<file path="src/rtl/umi_ep_arbiter_pkg.sv">
// Shared UMI opcode constants and the command decode used by the endpoint arbiter.
package umi_ep_arbiter_pkg;

  // Opcode position inside a UMI packet, matching the umi_unpack field layout.
  localparam int UMI_OPCODE_LSB = 0;
  localparam int UMI_OPCODE_W   = 5;

  typedef logic [UMI_OPCODE_W-1:0] umi_opcode_t;

  localparam umi_opcode_t UMI_REQ_READ  = 5'h01;
  localparam umi_opcode_t UMI_REQ_WRITE = 5'h03;

  function automatic logic umi_is_read(input umi_opcode_t opcode);
    return opcode == UMI_REQ_READ;
  endfunction

endpackage

</file>
<file path="src/rtl/umi_id_fifo.sv">
// In-order FIFO of requester IDs, one entry per outstanding read.
module umi_id_fifo #(
  parameter int W     = 2,
  parameter int DEPTH = 4
) (
  input  logic         clk,
  input  logic         nreset,
  input  logic         push,
  input  logic [W-1:0] push_data,
  input  logic         pop,
  output logic [W-1:0] head,
  output logic         full,
  output logic         empty
);

  localparam int PW = $clog2(DEPTH);
  localparam int CW = PW + 1;

  logic [W-1:0]  mem_q [DEPTH];
  logic [W-1:0]  mem_d [DEPTH];
  logic [PW-1:0] wr_ptr_q, wr_ptr_d;
  logic [PW-1:0] rd_ptr_q, rd_ptr_d;
  logic [CW-1:0] count_q, count_d;

  // Power-of-2 depth lets the pointers wrap naturally.
  always_comb begin
    mem_d    = mem_q;
    wr_ptr_d = wr_ptr_q;
    rd_ptr_d = rd_ptr_q;
    count_d  = count_q;
    if (push) begin
      mem_d[wr_ptr_q] = push_data;
      wr_ptr_d        = wr_ptr_q + 1'b1;
    end
    if (pop) begin
      rd_ptr_d = rd_ptr_q + 1'b1;
    end
    case ({push, pop})
      2'b10:   count_d = count_q + 1'b1;
      2'b01:   count_d = count_q - 1'b1;
      default: count_d = count_q;
    endcase
  end

  always_ff @(posedge clk or negedge nreset) begin
    if (!nreset) begin
      wr_ptr_q <= '0;
      rd_ptr_q <= '0;
      count_q  <= '0;
    end else begin
      wr_ptr_q <= wr_ptr_d;
      rd_ptr_q <= rd_ptr_d;
      count_q  <= count_d;
    end
  end

  always_ff @(posedge clk) begin
    mem_q <= mem_d;
  end

  assign head  = mem_q[rd_ptr_q];
  assign full  = (count_q == CW'(DEPTH));
  assign empty = (count_q == '0);

endmodule

</file>
<file path="src/rtl/umi_ep_arbiter.sv">
// Round-robin sharing of one UMI endpoint among N requesters, with in-order
// read-response routing back to the requester that issued each read.
module umi_ep_arbiter
  import umi_ep_arbiter_pkg::*;
#(
  parameter int N     = 4,
  parameter int UW    = 256,
  parameter int AW    = 64,
  parameter int DEPTH = 4
) (
  input  logic            clk,
  input  logic            nreset,
  input  logic [N-1:0]    req_in_valid,
  input  logic [N*UW-1:0] req_in_packet,
  output logic [N-1:0]    req_in_ready,
  output logic            req_out_valid,
  output logic [UW-1:0]   req_out_packet,
  input  logic            req_out_ready,
  input  logic            rsp_in_valid,
  input  logic [UW-1:0]   rsp_in_packet,
  output logic            rsp_in_ready,
  output logic [N-1:0]    rsp_out_valid,
  output logic [UW-1:0]   rsp_out_packet,
  input  logic [N-1:0]    rsp_out_ready,
  output logic            err_orphan
);

  localparam int IW = $clog2(N);

  // The packet must hold the command word plus source and destination addresses.
  if (UW < 32 + 2 * AW) begin : g_bad_width
    $error("umi_ep_arbiter: UW too small for AW");
  end

  // Handshakes: a transfer happens on a clock edge where valid and ready are
  // both high; a held valid keeps its packet stable until it is accepted.

  // Returns {found, index} of the first candidate at or after ptr, wrapping.
  function automatic logic [IW:0] rr_pick(input logic [N-1:0] cand, input logic [IW-1:0] ptr);
    logic [IW:0] res;
    int          idx;
    res = '0;
    for (int k = N - 1; k >= 0; k--) begin
      idx = (int'(ptr) + k) % N;
      if (cand[idx]) res = {1'b1, IW'(idx)};
    end
    return res;
  endfunction

  logic [N-1:0]  is_read, blocked, cand;
  logic          fifo_full, fifo_empty;
  logic [IW-1:0] fifo_head;
  logic [IW:0]   pick;
  logic [IW-1:0] winner;
  logic          load, grant, push, pop;

  logic          req_out_valid_q, req_out_valid_d;
  logic [UW-1:0] req_out_packet_q, req_out_packet_d;
  logic [IW-1:0] rr_q, rr_d;
  logic          err_orphan_q, err_orphan_d;

  always_comb begin
    is_read = '0;
    for (int i = 0; i < N; i++) begin
      is_read[i] = umi_is_read(req_in_packet[i*UW + UMI_OPCODE_LSB +: UMI_OPCODE_W]);
    end
  end

  always_comb begin
    load    = !req_out_valid_q | req_out_ready;
    // Only reads consume an ID slot, so only reads stall on a full FIFO.
    blocked = is_read & {N{fifo_full}};
    cand    = req_in_valid & ~blocked;
    pick    = rr_pick(cand, rr_q);
    winner  = pick[IW-1:0];
    grant   = pick[IW] & load;

    req_in_ready = '0;
    if (grant) req_in_ready[winner] = 1'b1;

    req_out_valid_d  = req_out_valid_q;
    req_out_packet_d = req_out_packet_q;
    rr_d             = rr_q;
    if (grant) begin
      req_out_valid_d  = 1'b1;
      req_out_packet_d = req_in_packet[winner*UW +: UW];
      rr_d             = (winner == IW'(N - 1)) ? '0 : winner + 1'b1;
    end else if (req_out_ready) begin
      req_out_valid_d = 1'b0;
    end
    push = grant & is_read[winner];

    rsp_out_valid = '0;
    if (rsp_in_valid && !fifo_empty) rsp_out_valid[fifo_head] = 1'b1;
    rsp_in_ready = !fifo_empty & rsp_out_ready[fifo_head];
    pop          = rsp_in_valid & rsp_in_ready;
    // A response with nothing outstanding is left unaccepted and flagged.
    err_orphan_d = err_orphan_q | (rsp_in_valid & fifo_empty);
  end

  always_ff @(posedge clk or negedge nreset) begin
    if (!nreset) begin
      req_out_valid_q <= 1'b0;
      rr_q            <= '0;
      err_orphan_q    <= 1'b0;
    end else begin
      req_out_valid_q <= req_out_valid_d;
      rr_q            <= rr_d;
      err_orphan_q    <= err_orphan_d;
    end
  end

  always_ff @(posedge clk) begin
    req_out_packet_q <= req_out_packet_d;
  end

  umi_id_fifo #(
    .W    (IW),
    .DEPTH(DEPTH)
  ) u_id_fifo (
    .clk      (clk),
    .nreset   (nreset),
    .push     (push),
    .push_data(winner),
    .pop      (pop),
    .head     (fifo_head),
    .full     (fifo_full),
    .empty    (fifo_empty)
  );

  assign req_out_valid  = req_out_valid_q;
  assign req_out_packet = req_out_packet_q;
  assign rsp_out_packet = rsp_in_packet;
  assign err_orphan     = err_orphan_q;

endmodule

</file>
<file path="config.mk">
export PLATFORM = sky130hd
export DESIGN_NAME = umi_ep_arbiter
export DESIGN_NICKNAME = d
export VERILOG_FILES = /design/src/rtl/umi_ep_arbiter_pkg.sv /design/src/rtl/umi_id_fifo.sv /design/src/rtl/umi_ep_arbiter.sv
export SDC_FILE = /design/constraint.sdc
export NUM_CORES = 1
export LEC_CHECK = 0
export CAP_MARGIN = 0
export CELL_PAD_IN_SITES_DETAIL_PLACEMENT = 1
export CELL_PAD_IN_SITES_GLOBAL_PLACEMENT = 2
export CORE_AREA = 3 3 702 704
export CTS_CLUSTER_DIAMETER = 40
export DETAILED_ROUTE_END_ITERATION = 6
export DIE_AREA = 0 0 705 707
export HOLD_SLACK_MARGIN = 0.02
export MAX_ROUTING_LAYER = met4
export PLACE_DENSITY = 0.3
export SLEW_MARGIN = 40
export SYNTH_ARGS = -nofsm -noshare
export SYNTH_HDL_FRONTEND = slang
export SYNTH_SLANG_ARGS = --single-unit
</file>
<file path="constraint.sdc">
create_clock -name clk -period 27.7 [get_ports clk]
set_input_delay 4.155 -clock clk [delete_from_list [all_inputs] [get_ports clk]]
set_output_delay 4.155 -clock clk [all_outputs]
set_load 0.005 [all_outputs]
</file>
-- Word level (Yosys, flattened, before mapping)
Index checks and enable logic that the tools add are counted.
- bitwise gates (word level): 15
- $lt $le $gt $ge: 11
- multiplexer cells: 35
- reduce and logical (&&, ||, !) cells: 12
- equality and inequality tests: 8
- shift operators: 1
- add/sub/neg operators: 8
- operators by type and width (cell ; number):
    $shiftx A1024 B11 Y256 ; 1
    $eq A5 B1 Y1 const B ; 4
    $mux W1 ; 13
    $bmux W1 S2 ; 6
    $lt A3 B4 Y1 const B ; 3
    $mux W3 ; 4
    $lt A2 B3 Y1 const B ; 3
    $add A2 B1 Y2 const B ; 4
    $and A4 B4 Y4 ; 2
    $bwmux W8 ; 1
    $mux W2 ; 4
    $mux W4 ; 2
    $ge A3 B3 Y1 const B ; 2
    $not A2 Y3 ; 2
    $pmux W3 S2 ; 1
    $reduce_or A2 Y1 ; 3
    $and A1 B1 Y1 ; 5
    $add A2 B2 Y2 const B ; 2
    $bmux W2 S2 ; 1
    $demux W1 S2 ; 2
    $demux W2 S2 ; 1
    $eq A2 B2 Y1 const B ; 2
    $ge A2 B1 Y1 const B ; 2
    $logic_and A1 B1 Y1 ; 4
    11 further kinds ; 16
- input bits: 1292
- register bits after elaboration: 275
- word-level logic and storage cells: 101

-- Logic depth before layout (Yosys ltp)
- word-level depth: 16
- depth in mapped cells: 14
- gate-level depth less buffers: 14

-- Cells and area by module
A second synthesis with hierarchy kept.
- cell total of the unflattened synthesis: 1495
- area, all modules: 19794.0 µm²
- modules (own cells, without submodules) (module ; cells an instance ; sequential area each (µm²) ; area an instance (µm²) ; times used):
    umi_ep_arbiter ; 1448 ; 7787.5 ; 19107.1 ; 1
    umi_id_fifo ; 47 ; 415.4 ; 686.9 ; 1

-- Least setup slack after synthesis
Ideal clock, no wire load.
- path type: input-to-output
- start point: in req_in_packet[256]
- end point: out req_in_ready[0]
- stages: 6
- path slack: 13.127 ns
- arrival time: 10.418 ns
- path through: nor4bb_1 a21boi_0 nor3_1 nand2b_1 inv_1 and2_1
- elaborated cells on any way between the ends: 26
- RTL lines (what ; RTL line ; source):
    from (decl) ; umi_ep_arbiter.sv:14 ; input logic [N*UW-1:0] req_in_packet,
    $eq A5 B1 Y1 * ; umi_ep_arbiter_pkg.sv:14 ; return opcode == UMI_REQ_READ;
    $and A4 B4 Y4 * ; umi_ep_arbiter.sv:72 ; blocked = is_read & {N{fifo_full}};
    $not A4 Y4 * ; umi_ep_arbiter.sv:73 ; cand = req_in_valid & ~blocked;
    $and A4 B4 Y4 * ; umi_ep_arbiter.sv:73 ;
    $bmux W1 S2 ; umi_ep_arbiter.sv:45 ; if (cand[idx]) res = {1'b1, IW'(idx)};
    $mux W1 (implied by the code) (2 in series) ; umi_ep_arbiter.sv:45 ;
    $mux W3 (3 in series) ; umi_ep_arbiter.sv:45 ;
    $mux W3 * ; umi_ep_arbiter.sv:45 ;
    $and A1 B1 Y1 * ; umi_ep_arbiter.sv:76 ; grant = pick[IW] & load;
    net grant ; umi_ep_arbiter.sv:55 ; logic load, grant, push, pop;
    $mux W4 * ; umi_ep_arbiter.sv:79 ; if (grant) req_in_ready[winner] = 1'b1;
    to (decl) ; umi_ep_arbiter.sv:15 ; output logic [N-1:0] req_in_ready,
The timed path passes the listed nets; every way through them passes the cells marked *. The select of a mux whose other input is x is not followed.

-- Final worst setup path
- start point: in req_in_packet[256]
- end point: out req_in_ready[0]
- word-level cells in the longest chain between the ends: 16
- elaborated cells on any way between the ends: 26
- ends and longest elaborated chain (what ; RTL line):
    $eq A5 B1 Y1 * ; umi_ep_arbiter_pkg.sv:14
    $and A4 B4 Y4 * ; umi_ep_arbiter.sv:72
    $not A4 Y4 * ; umi_ep_arbiter.sv:73
    $and A4 B4 Y4 * ; umi_ep_arbiter.sv:73
    $bmux W1 S2 ; umi_ep_arbiter.sv:45
    $mux W1 (implied by the code) (2 in series) ; umi_ep_arbiter.sv:45
    $mux W3 (3 in series) ; umi_ep_arbiter.sv:45
    $mux W3 * ; umi_ep_arbiter.sv:45
    $lt A2 B3 Y1 (implied by the code) / $ge A2 B1 Y1 (equally long branches) ; umi_ep_arbiter.sv:79
    $logic_and A1 B1 Y1 (implied by the code) ; umi_ep_arbiter.sv:79
    $mux W1 (implied by the code) ; umi_ep_arbiter.sv:79
    $demux W1 S2 ; umi_ep_arbiter.sv:79
    $mux W4 * ; umi_ep_arbiter.sv:79
Mark *: on every way between the ends. The rest lies on a longest branch, timed or not. The select of a mux whose other input is x is not followed.

==> summary.txt <==
Outcome: complete, no violations
Total power: 3.577 mW
Placed cells: 9696
Critical path required time: 23.55 ns
Synth Warn #: 0
Cts hold-fix bufs: 0
Vias: 22896
Final Util: 0.08576
Initial DRC Count: 914
Clock buffer depth: 4
Seq cells post-synth: 275
Vias per Instance: 2.298
RSZ-0062 raised after global routing: no
Post-DP HPWL: 229000 um
Sequential share of the synthesized area: 0.4355
Core Box Area: 486500 um2
PortBufs: 1302
Cell Pwr Density: 85.73 nW/um2
Worst-path fanout max: 40
FMAX: 81.65 MHz
Starting Density: 0.03871
DIE AREA: 498400 um2
Worst Path Arrival: 8.09 ns
Vias in the first global route: 24898
Leakage: 14.14 nW
R2R setup slack: 22.06 ns
Syn Nets: 3631
Commonest cells after routing, fill and taps aside: 1287 x clkdlybuf4s50_1, 1030 x nand2_1, 264 x edfxtp_1
GRT Residual Overflow: 0
Post-cts sizing count: 0
First-pass GRT wire length: 325400 um
WHS: 0.4784 ns
VDD IR-drop max: 0.00003782 V
Tightest Hold Check Type: flop to flop
GP Congestion: 0.7889
Post-route setup slack: 15.45 ns
Die Span X: 705 um
Finished layout cell area: 41730 um2
DR DRC count: 0
Top Ports: 1815
Num CTS Buffers: 138
Post-synthesis cell area: 18840 um2
Setup violators final: 0
Row cnt: 256
Leading cell type in the layout, fill and taps excluded: clkdlybuf4s50_1
Setup TNS: 0 ns
MaxCap Viol Count: 0
Initial DRT Pass Iterations: 4
Wirelength per Cell: 26.83 um
Minimum clock period: 12.25 ns
Share of cells above drive strength 1: 0.07182
Final std cells w/o fill: 9965
Hold Fails Final Rpt: 0
Post-Syn Instances: 2329
Syn avg cell area: 8.087 um2
Worst slew pin tran: 0.9587 ns
GRT Overall Usage: 0.1058
Synth-to-Final Area Change: 121.5%
Die Y: 707 um
Slew Viols, Final: 0
H-tree depth: 4
Layout Nets: 4690
Worst-Skew Late Latency: 0.79 ns
Worst-case clock skew: 0.08119 ns
# Post-CTS Setup Buffers: 0
Sink Count: 275
Root buf cell: clkbuf_16
Antenna viol nets, final: 0
Setup WS pre-CTS: 15.29 ns
Initial antenna violation count: 118
CP Capture Type: output pin
Largest net degree at the start of global routing: 119
CTS tree: yes
Distinct cells, synth: 44
Slew headroom: 0.3579
CP startpoint kind: primary input
Tcrit/Tclk final: 0.4421
Drt total wl: 267400 um
Area after DPL: 37550 um2
Number of fill cells: 57331
Worst setup path class: primary input to output pin
Clock slew at reported path FFs: 0.04 ns
area by class of cell:
cell class | instances | area [um2] | area share
clock buffers | 186 | 3655 | 0.08759
well taps | 6450 | 8070 | 0.1934
repair buffers | 1344 | 13360 | 0.3203
inverters | 9 | 65.06 | 0.001559
diodes | 34 | 85.08 | 0.002039
clock inverters | 47 | 391.6 | 0.009385
multi-input cells | 1620 | 7894 | 0.1892
flip-flops and latches | 275 | 8203 | 0.1966
metal layers:
layer,share of wire,vias to the layer above,global-route usage
met3,0.10,469,0.04848
met2,0.51,1319,0.1889
met5,0,-,-
li1,-,9929,-
met1,0.35,11179,0.1040
met4,0.029,0,0.02602
registers in the layout (all words and copies together), names as in the netlist:
name,count
req_out_packet,256
u_id_fifo.mem_q,8
u_id_fifo.count_q,3
rr_q,2
u_id_fifo.rd_ptr_q,2
u_id_fifo.wr_ptr_q,2
err_orphan,1
req_out_valid,1
path summary, 6_finish.rpt:
| path | start | to | cells after the start |
|---|---|---|---|
| max in group asynchronous | nreset | u_id_fifo.rd_ptr_q[1]$_DFFE_PN0P_ | 1 |
| min | err_orphan$_DFF_PN0_ | err_orphan$_DFF_PN0_ | 1 |
| min reg2reg | err_orphan$_DFF_PN0_ | err_orphan$_DFF_PN0_ | 1 |
| max reg2reg | u_id_fifo.count_q[0]$_DFFE_PN0P_ | req_out_packet[69]$_DFFE_PP_ | 11 |
| min in group asynchronous | nreset | req_out_valid$_DFFE_PN0P_ | 1 |
| max | req_in_packet[256] | req_in_ready[0] | 9 |
cell usage after synthesis (all sizes together):
cell	instances	area, um2
a21oi	3	15.01
nand2	1030	3866
nor2	6	22.52
edfxtp	264	7928
nand2b	7	43.79
nor2b	1	6.260
a31oi	256	1602
dfrtp	11	275.3
and2	10	62.56
a21o	1	7.510
xor2	3	26.28
or4b	1	10.01
o2bb2a	1	10.01
o211ai	1	7.510
mux2	2	22.52
a21bo	1	10.01
ha	9	112.6
a211oi	2	32.53
clkinv	1	5.000
xnor2	3	26.28
o31a	2	17.52
nor4bb	1	10.01
mux2i	2	20.02
o21ai	1	5.000
buf	347	2515
inv	8	30.03
and3	257	1608
o311a	2	20.02
nor4	2	12.51
clkbuf	78	292.8
nor3	5	25.02
mux4	3	67.56
a221oi	1	15.01
a21boi	1	7.510
or2	2	12.51
or3b	1	11.26
o41ai	2	55.05
fa	1	20.02
cell families after synthesis:
kind of cell / synth area share
adders and majority gates: 0.007041
buffers and inverters: 0.1509
and+or+nand+nor: 0.3021
DFF: 0.4355
xor gates and xnor gates: 0.002790
muxes: 0.005845
AOI/OAI and AO/OA: 0.09579
critical path, stage by stage:
cell	delay, ns
clkdlybuf4s50_1	0.75
nor4bb_1	0.57
a21boi_0	0.29
o311a_4	0.50
inv_8	0.34
buf_4	0.52
ha_1	0.23
and2_1	0.14
clkdlybuf4s50_1	0.52
where the power goes:
group | total (mW) | switching [mW] | internal (mW)
clock network | 1.37 | 0.435 | 0.931
registers | 0.731 | 0.0844 | 0.647
logic | 1.48 | 0.920 | 0.561
total | 3.58 | 1.44 | 2.14
Note: power is estimated with default switching activity, not from simulation.
